`src/rtl/usb_fs_rx_phy_pkg.sv`:
```
// Shared types and constants for the full-speed USB receive front end.
//   line_state_t : decoded D+/D- pair (J, K, SE0, SE1)
//   rx_state_t   : receive FSM states
//   decode_line  : maps a synchronized {dp,dn} pair to a line state
package usb_fs_rx_phy_pkg;

  typedef enum logic [1:0] {J = 2'd0, K = 2'd1, SE0 = 2'd2, SE1 = 2'd3} line_state_t;
  typedef enum logic [1:0] {IDLE = 2'd0, SYNC = 2'd1, DATA = 2'd2, EOP = 2'd3} rx_state_t;

  localparam int USB_CLKS_PER_BIT   = 4;
  localparam int USB_STUFF_LIMIT    = 6;
  localparam int USB_SYNC_MIN_ZEROS = 3;
  // Decoded 1s seen in SYNC before the accept point mean the line went back to J idle.
  localparam int USB_SYNC_IDLE_ONES = 3;

  function automatic line_state_t decode_line(input logic dp, input logic dn);
    case ({dp, dn})
      2'b10:   return J;
      2'b01:   return K;
      2'b00:   return SE0;
      default: return SE1;
    endcase
  endfunction

endpackage

```
`src/rtl/usb_fs_rx_phy_if.sv`:
```
// Receive-side byte interface of the USB FS PHY.
//   rx_data   : received byte, stable while rx_valid=1
//   rx_valid  : one-cycle byte strobe
//   rx_active : high from SYNC accept until EOP or abort
//   rx_eop    : one-cycle clean end-of-packet strobe
//   rx_error  : one-cycle error strobe (stuff violation, SE1, bad residual)
// master = PHY (drives), slave = packet decoder (consumes).
interface usb_fs_rx_phy_if;
  logic [7:0] rx_data;
  logic       rx_valid;
  logic       rx_active;
  logic       rx_eop;
  logic       rx_error;

  modport master (output rx_data, rx_valid, rx_active, rx_eop, rx_error);
  modport slave  (input  rx_data, rx_valid, rx_active, rx_eop, rx_error);
endinterface

```
`src/rtl/usb_fs_rx_phy_dpll.sv`:
```
// Line conditioning and bit-clock recovery for the USB FS receiver.
//   clk48, rst_n : 48 MHz clock, async active-low reset
//   dp_i, dn_i   : raw pads, asynchronous to clk48
//   line_state   : registered, synchronized line state
//   sample_en    : one-cycle strobe marking the mid-bit sample of line_state
module usb_fs_rx_phy_dpll
  import usb_fs_rx_phy_pkg::*;
#(
  parameter int CLKS_PER_BIT = USB_CLKS_PER_BIT,
  parameter int SAMPLE_PHASE = 2
) (
  input  logic        clk48,
  input  logic        rst_n,
  input  logic        dp_i,
  input  logic        dn_i,
  output line_state_t line_state,
  output logic        sample_en
);

  localparam int PW = (CLKS_PER_BIT > 2) ? $clog2(CLKS_PER_BIT) : 1;

  logic [1:0]    dp_sync, dn_sync;
  line_state_t   ls_now, ls_q;
  logic [PW-1:0] phase;
  logic          jk_edge;

  // Synchronizers reset to the J pattern so the line history starts idle.
  always_ff @(posedge clk48 or negedge rst_n) begin
    if (!rst_n) begin
      dp_sync <= 2'b11;
      dn_sync <= 2'b00;
    end else begin
      dp_sync <= {dp_sync[0], dp_i};
      dn_sync <= {dn_sync[0], dn_i};
    end
  end

  assign ls_now = decode_line(dp_sync[1], dn_sync[1]);

  // Only J/K transitions carry timing; SE0 entry is not used to realign.
  assign jk_edge = (ls_now != ls_q) && ((ls_now == J) || (ls_now == K));

  always_ff @(posedge clk48 or negedge rst_n) begin
    if (!rst_n) begin
      ls_q  <= J;
      phase <= '0;
    end else begin
      ls_q <= ls_now;
      if (jk_edge || (phase == PW'(CLKS_PER_BIT - 1))) phase <= '0;
      else                                            phase <= phase + 1'b1;
    end
  end

  // Sampling the registered copy keeps a bit that is one clock short still
  // inside its own cell at the sample point.
  assign line_state = ls_q;
  assign sample_en  = (phase == PW'(SAMPLE_PHASE));

endmodule

```
`src/rtl/usb_fs_rx_phy.sv`:
```
// USB full-speed receive front end: clock recovery, NRZI decode, SYNC
// detection, bit unstuffing, byte assembly and EOP detection.
//   clk48, rst_n : 48 MHz clock, async active-low reset
//   dp_i, dn_i   : raw D+/D- pads
//   rx           : byte/strobe interface (master side)
module usb_fs_rx_phy
  import usb_fs_rx_phy_pkg::*;
#(
  parameter int CLKS_PER_BIT = USB_CLKS_PER_BIT,
  parameter int SAMPLE_PHASE = 2,
  parameter int STUFF_LIMIT  = USB_STUFF_LIMIT
) (
  input  logic            clk48,
  input  logic            rst_n,
  input  logic            dp_i,
  input  logic            dn_i,
  usb_fs_rx_phy_if.master rx
);

  localparam logic [1:0] ST_IDLE = IDLE;
  localparam logic [1:0] ST_SYNC = SYNC;
  localparam logic [1:0] ST_DATA = DATA;
  localparam logic [1:0] ST_EOP  = EOP;

  localparam int OW = $clog2(STUFF_LIMIT + 1);
  localparam int ZW = $clog2(USB_SYNC_MIN_ZEROS + 1);

  line_state_t   line_state, prev_ls;
  logic          sample_en;
  logic [1:0]    state;
  logic [7:0]    shreg;
  logic [2:0]    bit_cnt;
  logic [OW-1:0] ones_cnt;
  logic [ZW-1:0] zero_cnt;
  logic          nrzi_bit;

  logic [7:0] data_q;
  logic       valid_q, active_q, eop_q, error_q;

  usb_fs_rx_phy_dpll #(
    .CLKS_PER_BIT (CLKS_PER_BIT),
    .SAMPLE_PHASE (SAMPLE_PHASE)
  ) u_dpll (
    .clk48      (clk48),
    .rst_n      (rst_n),
    .dp_i       (dp_i),
    .dn_i       (dn_i),
    .line_state (line_state),
    .sample_en  (sample_en)
  );

  // NRZI: no change since the previous sample is a 1.
  assign nrzi_bit = (line_state == prev_ls);

  always_ff @(posedge clk48 or negedge rst_n) begin
    if (!rst_n) begin
      state    <= ST_IDLE;
      prev_ls  <= J;
      shreg    <= '0;
      bit_cnt  <= '0;
      ones_cnt <= '0;
      zero_cnt <= '0;
      data_q   <= '0;
      valid_q  <= 1'b0;
      active_q <= 1'b0;
      eop_q    <= 1'b0;
      error_q  <= 1'b0;
    end else begin
      valid_q <= 1'b0;
      eop_q   <= 1'b0;
      error_q <= 1'b0;
      if (sample_en) begin
        prev_ls <= line_state;
        case (state)
          ST_IDLE: begin
            if (line_state == K) begin
              state    <= ST_SYNC;
              zero_cnt <= ZW'(1);   // the J->K step is the first SYNC zero
              ones_cnt <= '0;
            end
          end
          ST_SYNC: begin
            if ((line_state == SE0) || (line_state == SE1)) begin
              state <= ST_IDLE;
            end else if (!nrzi_bit) begin
              if (zero_cnt != ZW'(USB_SYNC_MIN_ZEROS)) zero_cnt <= zero_cnt + 1'b1;
              ones_cnt <= '0;
            end else if (zero_cnt == ZW'(USB_SYNC_MIN_ZEROS)) begin
              state    <= ST_DATA;
              active_q <= 1'b1;
              bit_cnt  <= '0;
              ones_cnt <= '0;
            end else if (ones_cnt == OW'(USB_SYNC_IDLE_ONES - 1)) begin
              state <= ST_IDLE;
            end else begin
              zero_cnt <= '0;
              ones_cnt <= ones_cnt + 1'b1;
            end
          end
          ST_DATA: begin
            if (line_state == SE0) begin
              state <= ST_EOP;
            end else if (line_state == SE1) begin
              error_q  <= 1'b1;
              active_q <= 1'b0;
              state    <= ST_IDLE;
            end else if (ones_cnt == OW'(STUFF_LIMIT)) begin
              // This bit must be the stuffed 0; it is dropped, never shifted.
              if (nrzi_bit) begin
                error_q  <= 1'b1;
                active_q <= 1'b0;
                state    <= ST_IDLE;
              end else begin
                ones_cnt <= '0;
              end
            end else begin
              shreg    <= {nrzi_bit, shreg[7:1]};
              ones_cnt <= nrzi_bit ? ones_cnt + 1'b1 : '0;
              bit_cnt  <= bit_cnt + 1'b1;   // wraps to 0 at each byte
              if (bit_cnt == 3'd7) begin
                data_q  <= {nrzi_bit, shreg[7:1]};
                valid_q <= 1'b1;
              end
            end
          end
          ST_EOP: begin
            if (line_state == J) begin
              // Up to one dribble bit is normal; anything more is a truncated byte.
              if (bit_cnt <= 3'd1) eop_q   <= 1'b1;
              else                 error_q <= 1'b1;
              active_q <= 1'b0;
              state    <= ST_IDLE;
            end else if (line_state != SE0) begin
              error_q  <= 1'b1;
              active_q <= 1'b0;
              state    <= ST_IDLE;
            end
          end
          default: state <= ST_IDLE;
        endcase
      end
    end
  end

  assign rx.rx_data   = data_q;
  assign rx.rx_valid  = valid_q;
  assign rx.rx_active = active_q;
  assign rx.rx_eop    = eop_q;
  assign rx.rx_error  = error_q;

endmodule

```
`src/flat_wrapper.sv`:
```
// flat-port wrapper written by rule: the top's interface ports become plain ports
module usb_fs_rx_phy_flat import usb_fs_rx_phy_pkg::*;
#(
  parameter int CLKS_PER_BIT = USB_CLKS_PER_BIT,
  parameter int SAMPLE_PHASE = 2,
  parameter int STUFF_LIMIT  = USB_STUFF_LIMIT
)
  (clk48, rst_n, dp_i, dn_i, rx_rx_data, rx_rx_valid, rx_rx_active, rx_rx_eop, rx_rx_error);
  usb_fs_rx_phy_if rx_i ();
  input  logic clk48;
  input  logic rst_n;
  input  logic dp_i;
  input  logic dn_i;
  output wire logic [$bits(rx_i.rx_data)-1:0] rx_rx_data;
  output wire logic [$bits(rx_i.rx_valid)-1:0] rx_rx_valid;
  output wire logic [$bits(rx_i.rx_active)-1:0] rx_rx_active;
  output wire logic [$bits(rx_i.rx_eop)-1:0] rx_rx_eop;
  output wire logic [$bits(rx_i.rx_error)-1:0] rx_rx_error;
  assign rx_rx_data = rx_i.rx_data;
  assign rx_rx_valid = rx_i.rx_valid;
  assign rx_rx_active = rx_i.rx_active;
  assign rx_rx_eop = rx_i.rx_eop;
  assign rx_rx_error = rx_i.rx_error;
  usb_fs_rx_phy #(.CLKS_PER_BIT(CLKS_PER_BIT), .SAMPLE_PHASE(SAMPLE_PHASE), .STUFF_LIMIT(STUFF_LIMIT)) u_core (.clk48(clk48), .rst_n(rst_n), .dp_i(dp_i), .dn_i(dn_i), .rx(rx_i));
endmodule
```
`config.mk`:
```
export PLATFORM = sky130hd
export DESIGN_NAME = usb_fs_rx_phy_flat
export DESIGN_NICKNAME = d
export VERILOG_FILES = /design/src/rtl/usb_fs_rx_phy_pkg.sv /design/src/rtl/usb_fs_rx_phy_if.sv /design/src/rtl/usb_fs_rx_phy_dpll.sv /design/src/rtl/usb_fs_rx_phy.sv /design/src/flat_wrapper.sv
export SDC_FILE = /design/constraint.sdc
export NUM_CORES = 1
export LEC_CHECK = 0
export ABC_AREA = 1
export BUFFER_PORTS_ARGS = -buffer_cell sky130_fd_sc_hd__buf_2
export CORE_ASPECT_RATIO = 1.4
export CORE_MARGIN = 5
export CORE_UTILIZATION = 50
export CTS_CLUSTER_SIZE = 20
export DETAILED_ROUTE_END_ITERATION = 6
export PLACE_DENSITY = 0.69
export SYNTH_ARGS = -nofsm -noshare
export SYNTH_HDL_FRONTEND = slang
export SYNTH_SLANG_ARGS = --single-unit
```
`constraint.sdc`:
```
create_clock -name clk48 -period 2.9 [get_ports clk48]
set_input_delay 0 -clock clk48 [delete_from_list [all_inputs] [get_ports clk48]]
set_output_delay 0 -clock clk48 [all_outputs]
set_load 0.01 [all_outputs]
```
==> metrics, run 1 <==
drt first-iter violations 105; CTS max path bufs 2; async set or reset register ratio after synthesis 100.0%; final worst slack 1.157 ns; TritonCTS Sinks 39; TritonCTS clock tree done; most frequent cell after synthesis nand2_1; Syn Std Cell Area 2106 um^2; Max Used Layer met4; Die ar. 5628 um^2; power per cell area 657.9 nW/um^2; switching share of power 34.73%; FMAX 573.6 MHz; ratio of cells with drive above 1 in the final layout 21.05%; Data required, critical path 3.12 ns; Max transition margin 44.30%; combinational power share 28.0%; Residual DRC 0; Diodes inserted 0; WL final 3828 um; synthesis-to-layout area growth 10.99%; Synth area leaders dfrtp_1, nand2_1, ha_1; Top FF cell, synth dfrtp_1; gr usage total 15.44%; hold crit path type in -> async; Clk pwr share 29.7%; endpoints failing setup 0; CP Launch Type flop; Die Y 86.79 um; routability cong. 0.9032; clk root buf clkbuf_8; top cells by count, synth nand2_1, dfrtp_1, inv_1; RSZ-0062 raised after global routing false; Synth area leader dfrtp_1; sw power 0.0005341 W; Worst path max stage delay 0.43 ns; Routed Antenna Nets 0; DR WL/cell 12.31 um; port bufs 15; EDFF count, synth 0; Initial Util 50.51%; CP Capture Type flop; Worst-Margin Slew 0.8354 ns; Int Power 0.001004 W; post-synthesis cell type count 30; met1 wire length 1613 um; pre-CTS setup slack 1.157 ns; total placed instance area 2192 um^2; Slew Limit Fails 0; critical path class reg -> reg; final worst-path cycle share 60.12%; syn avg cell area 8.560 um^2; fin area 2337 um^2; Fin. Hold Viols 0; share of the synthesized area in the top cell type 43.97%; Top Ports 16; post-synthesis cell count 246; Nets 283; YS warnings 0; cts bufs inserted 5; H-tree depth 2; clock latency on the worst-skew pair 0.29 ns; leakage 1.181 nW; Initial DRT Pass Iterations 4; DR vias/cell 5.084; Fin Hold WS 0.3389 ns; antenna violations before repair 0; worst-path cell chain inv_1 -> ha_1 -> nand2_4 -> nor2_4 -> nand2_1 -> inv_1 -> nand2_1 -> o21ai_0; Sequential Power Share 42.3%; crit path time final 1.743 ns; vias in the first global route 1542; largest net degree at the start of global routing 40; first-pass GRT wire length 6686 um; met2 WL 2003 um; Overflow after GRT 0; critical path arrival 1.97 ns; placed cells 300; HPWL reported at the end of detailed placement 2856 um; CP Max Fanout 12; Worst path slowest cell dfrtp_1; clock-pin slew on the worst setup and hold paths 0.08 ns; MaxCap Viol Count 0; peak supply drop 0.3656 mV; post-synthesis register bit count 39; Site Rows 28; setup_tns 0 ns; Die X 64.85 um; Final Skew 0.006829 ns; core area 4169 um^2; total vias in the final route 1581; register area share after synthesis 46.46%; Finished Layout Cells 311; WL met3 139 um; status completed; Mapped Nets 264
critical path: cells and delay by family, from the launching register on:
family | cells | cell delay [ns]
AND/OR/NAND/NOR | 4 | 0.55
flip-flops | 1 | 0.43
adder cells (fa/ha/maj) | 1 | 0.36
buffers and inverters | 2 | 0.28
AO/OA/AOI/OAI | 1 | 0.07
power groups by stage:
stage / registers (W) / logic, W / clock network [W]
floorplan: 0.000650 / 0.000342 / 0
global placement: 0.000659 / 0.000424 / 0
detailed placement: 0.000663 / 0.000427 / 0
CTS: 0.000652 / 0.000433 / 0.000469
global route: 0.000660 / 0.000493 / 0.000491
finish: 0.000651 / 0.000430 / 0.000456
registers in the layout (all words and copies together), names as in the netlist:
signal / count
u_core.rx.rx_data: 8
u_core.zero_cnt: 2
u_core.shreg: 7
u_core.rx.rx_valid: 1
u_core.bit_cnt: 3
u_core.u_dpll.dp_sync: 2
u_core.rx.rx_active: 1
u_core.rx.rx_error: 1
u_core.state: 2
u_core.prev_ls: 2
u_core.u_dpll.phase: 2
u_core.ones_cnt: 3
u_core.rx.rx_eop: 1
u_core.u_dpll.dn_sync: 2
u_core.u_dpll.line_state: 2
cell usage in the layout, fill, tap and decap left out, types with 4 or more instances in the layout:
cell type	instances
inv_1	26
inv_2	6
nand2_1	69
dfrtp_1	37
ha_1	14
nand3_1	18
o21ai_1	5
o21ai_0	12
nor2_1	18
buf_2	15
o21ai_2	6
nand2_2	4
clkbuf_8	5
cells by family after synthesis:
family	Yosys count	synth area share (%)
XOR/XNOR	1	0.4160
buffers and inverters	39	8.259
AO/OA/AOI/OAI	27	8.259
AND/OR/NAND/NOR	126	28.28
adder cells (fa/ha/maj)	14	8.319
flip-flops	39	46.46
worst paths after layout:
check,startpoint,to,slack [ns],cells after the start
setup / recovery,u_core.state[0],u_core.shreg[5],1.16,8
hold / removal,rst_n,u_core.shreg[3],0.34,2
setup reg to reg,u_core.state[0],u_core.shreg[5],1.16,8
hold reg to reg,u_core.u_dpll.dn_sync[0],u_core.u_dpll.dn_sync[1],0.35,0
max in group asynchronous,rst_n,u_core.zero_cnt[1],2.03,2
min in group clk48,dp_i,u_core.u_dpll.dp_sync[0],0.34,2
per-layer routing:
| metal | vias to the layer above | global-route usage (%) |
|---|---|---|
| met2 | 29 | 28.12 |
| met5 | - | 0 |
| met1 | 736 | 16.71 |
| met4 | 0 | 7.115 |
| li1 | 810 | - |
| met3 | 6 | 3.502 |
metrics by stage:
stage | total power, W | utilization (%)
global placement | 0.001083 | 52.58
floorplan | 0.0009924 | -
detailed placement | 0.001090 | 52.58
CTS | 0.001554 | 56.06
finish | 0.001538 | 56.06
global route | 0.001644 | 56.06
final cells by class:
type	count	area [um^2]
well taps	45	56.30
repair buffers	18	105.1
flip-flops and latches	39	978.4
clock inverters	3	46.29
fillers	391	1832
inverters	33	128.9
multi-input cells	168	953.4
clock buffers	5	68.82
repair_timing:
| action | 4_1_cts | 5_1_grt |
|---|---|---|
| endpoints found under the hold margin | 39 | 0 |
| hold buffers | 3 | 0 |
| buffers inserted | 0 | 0 |
| gates resized for setup | 0 | 0 |
Power figures use the tool's default switching activity.
==> run 2: changes to the inputs <==
==> constraint.sdc (replaced) <==
create_clock -name clk48 -period 1.7 [get_ports clk48]
set_input_delay 0 -clock clk48 [delete_from_list [all_inputs] [get_ports clk48]]
set_output_delay 0 -clock clk48 [all_outputs]
set_load 0.01 [all_outputs]
==> run 2 against run 1 <==
Net effect:
- routed wire length grew 2.5%
- critical path depth shrank 1
- fmax grew 11%
- register-to-register slack lost 1.0 ns
- final cell count grew 2.6%
- power grew 64%
- sequential share of layout area shrank 0.66 points
- critical path type unchanged
- critical endpoint is now u_core.state[0]
- largest cell class unchanged
- largest power group unchanged
==> metrics, run 2 (synthesized netlist as in run 1, its figures left out) <==
status completed; hold crit path type in -> async; CP most frequent cell nand2_1; ratio of cells with drive above 1 in the final layout 23.72%; clock latency on the worst-skew pair 0.29 ns; CP Max Fanout 10; TritonCTS Sinks 39; worst-path cell chain nand2_1 -> nand2_4 -> nand2_8 -> a21oi_4 -> nand3_1 -> nand2_1 -> nand2_1; placed cells 308; fin util 56.96%; port bufs 15; WL final 3924 um; Reg-to-Reg Start u_core.u_dpll.line_state[1]; gr usage total 16.11%; Overflow after GRT 0; CP Capture Type flop; H-tree depth 2; Top Ports 16; endpoints failing setup 0; Int Power 0.001613 W; Clk pwr share 23.6%; Buf/Inv on CP 0; largest net degree at the start of global routing 40; Worst Setup SP u_core.u_dpll.line_state[1]; Nets 291; clk root buf clkbuf_8; leakage 1.207 nW; Sequential Power Share 44.0%; DR vias/cell 4.925; switching share of power 36.06%; CTS max path bufs 2; Filler cells 377; cts bufs inserted 5; Site Rows 28; combinational power share 32.4%; critical path class reg -> reg; most common cell after layout, fill and taps aside nand2_1; Post CTS Setup Buffer Count 0; Residual DRC 0; Diodes inserted 0; routability cong. 0.9498; TritonCTS clock tree done; critical path arrival 1.75 ns; Initial DRT Pass Iterations 4; Data required, critical path 1.88 ns; R2R depth 7; peak supply drop 0.5217 mV; Die ar. 5628 um^2; final worst-path cycle share 92.39%; CP Launch Type flop; Final Skew 0.005519 ns; Fin. Hold Viols 0; DR WL/cell 12.30 um; synthesis-to-layout area growth 12.77%; total placed instance area 2252 um^2; Die Y 86.79 um; MaxCap Viol Count 0; crit path time final 1.571 ns; antenna violations before repair 0; HPWL reported at the end of detailed placement 2981 um; Die X 64.85 um; most frequent cells in the layout nand2_1, dfrtp_1, inv_1; Reg2Reg Setup Slack 0.13 ns; Fin Hold WS 0.2904 ns; Worst path max stage delay 0.63 ns; Initial Util 50.51%; reg2reg end u_core.state[0]; Finished Layout Cells 319; CP Depth 7; FMAX 636.7 MHz; Slew Limit Fails 0; Routed Antenna Nets 0; vias in the first global route 1587; Max transition margin 68.55%; max FFs per register 8; Worst-Margin Slew 0.4718 ns; fin area 2375 um^2; core area 4169 um^2; total vias in the final route 1571; Top Family by Delay on Critical Path simple AND/OR/NAND/NOR gates; first-pass GRT wire length 6948 um; power per cell area 1062 nW/um^2; CP Capture Point u_core.state[0]; sw power 0.0009095 W; RSZ-0062 raised after global routing true; clock-pin slew on the worst setup and hold paths 0.07 ns; Worst path slowest cell dfrtp_1; drt first-iter violations 100
## run 2: cell types whose count changed in the layout (fill, tap and decap cells not counted)
cell	change
buf_4	+8
ha_1	-2
ha_2	+2
bufinv_16	-1
clkbuf_1	+1
clkinv_2	+1
inv_2	-1
inv_4	+1
inv_6	-1
## run 2: timing repair
item,in CTS,in global routing
hold buffers,3,0
gates resized for setup,0,4
setup endpoints to repair,0,23
hold endpoints to repair,39,0
## run 2: cell type report
type                       count  area [um^2]  share of cell area [%]
sequential                    39        978.4                   41.20
timing repair buffer          26        165.2                   6.955
clock inverter                 2        12.51                  0.5269
tap                           45        56.30                   2.371
clock buffer                   6        72.57                   3.056
inverter                      33        131.4                   5.532
multi-input combinational    168        958.4                   40.36
## run 2: worst min-delay path by stage
stage | start | endpoint | slack [ns] | cells past startpoint
6_report | rst_n | u_core.shreg[5] | 0.29 | 3
5_1_grt | rst_n | u_core.u_dpll.phase[0] | 0.33 | 3
4_1_cts | rst_n | u_core.u_dpll.phase[0] | 0.30 | 3
3_5_place_dp | rst_n | u_core.rx.rx_data[3] | 0.08 | 2
3_3_place_gp | rst_n | u_core.shreg[4] | 0.08 | 2
2_1_floorplan | rst_n | u_core.bit_cnt[0] | -0.30 | 0
## run 2: through the flow
step / setup TNS (ns) / setup WS (ns) / total power (W)
after floorplan: 0 / 0.2135 / 0.001693
after CTS: 0 / 0.1059 / 0.002559
final: 0 / 0.1294 / 0.002522
after global routing: -0.03695 / -0.01740 / 0.002712
after global placement: 0 / 0.1456 / 0.001919
after detailed placement: 0 / 0.1291 / 0.001937
## run 2: worst reg2reg max path, stage by stage, from the launching register on
cell and delay (ns):
dfrtp_1 0.63, nand2_1 0.17, nand2_4 0.16, nand2_8 0.10, a21oi_4 0.17, nand3_1 0.11, nand2_1 0.07, nand2_1 0.05
## run 2: power groups by stage
| stage | Clock [W] | Sequential [W] | Combinational, W |
|---|---|---|---|
| global placement | 0 | 0.00112 | 0.000797 |
| floorplan | 0 | 0.00111 | 0.000584 |
| finish | 0.000594 | 0.00111 | 0.000818 |
| detailed placement | 0 | 0.00112 | 0.000813 |
| CTS | 0.000631 | 0.00111 | 0.000819 |
| global route | 0.000661 | 0.00113 | 0.000922 |
## run 2: routing by layer
metal  GRT usage, %  wire length [um]
met5              0                 0
met4          10.96               168
met3          2.724               129
met2          27.65              1976
met1          17.99              1649
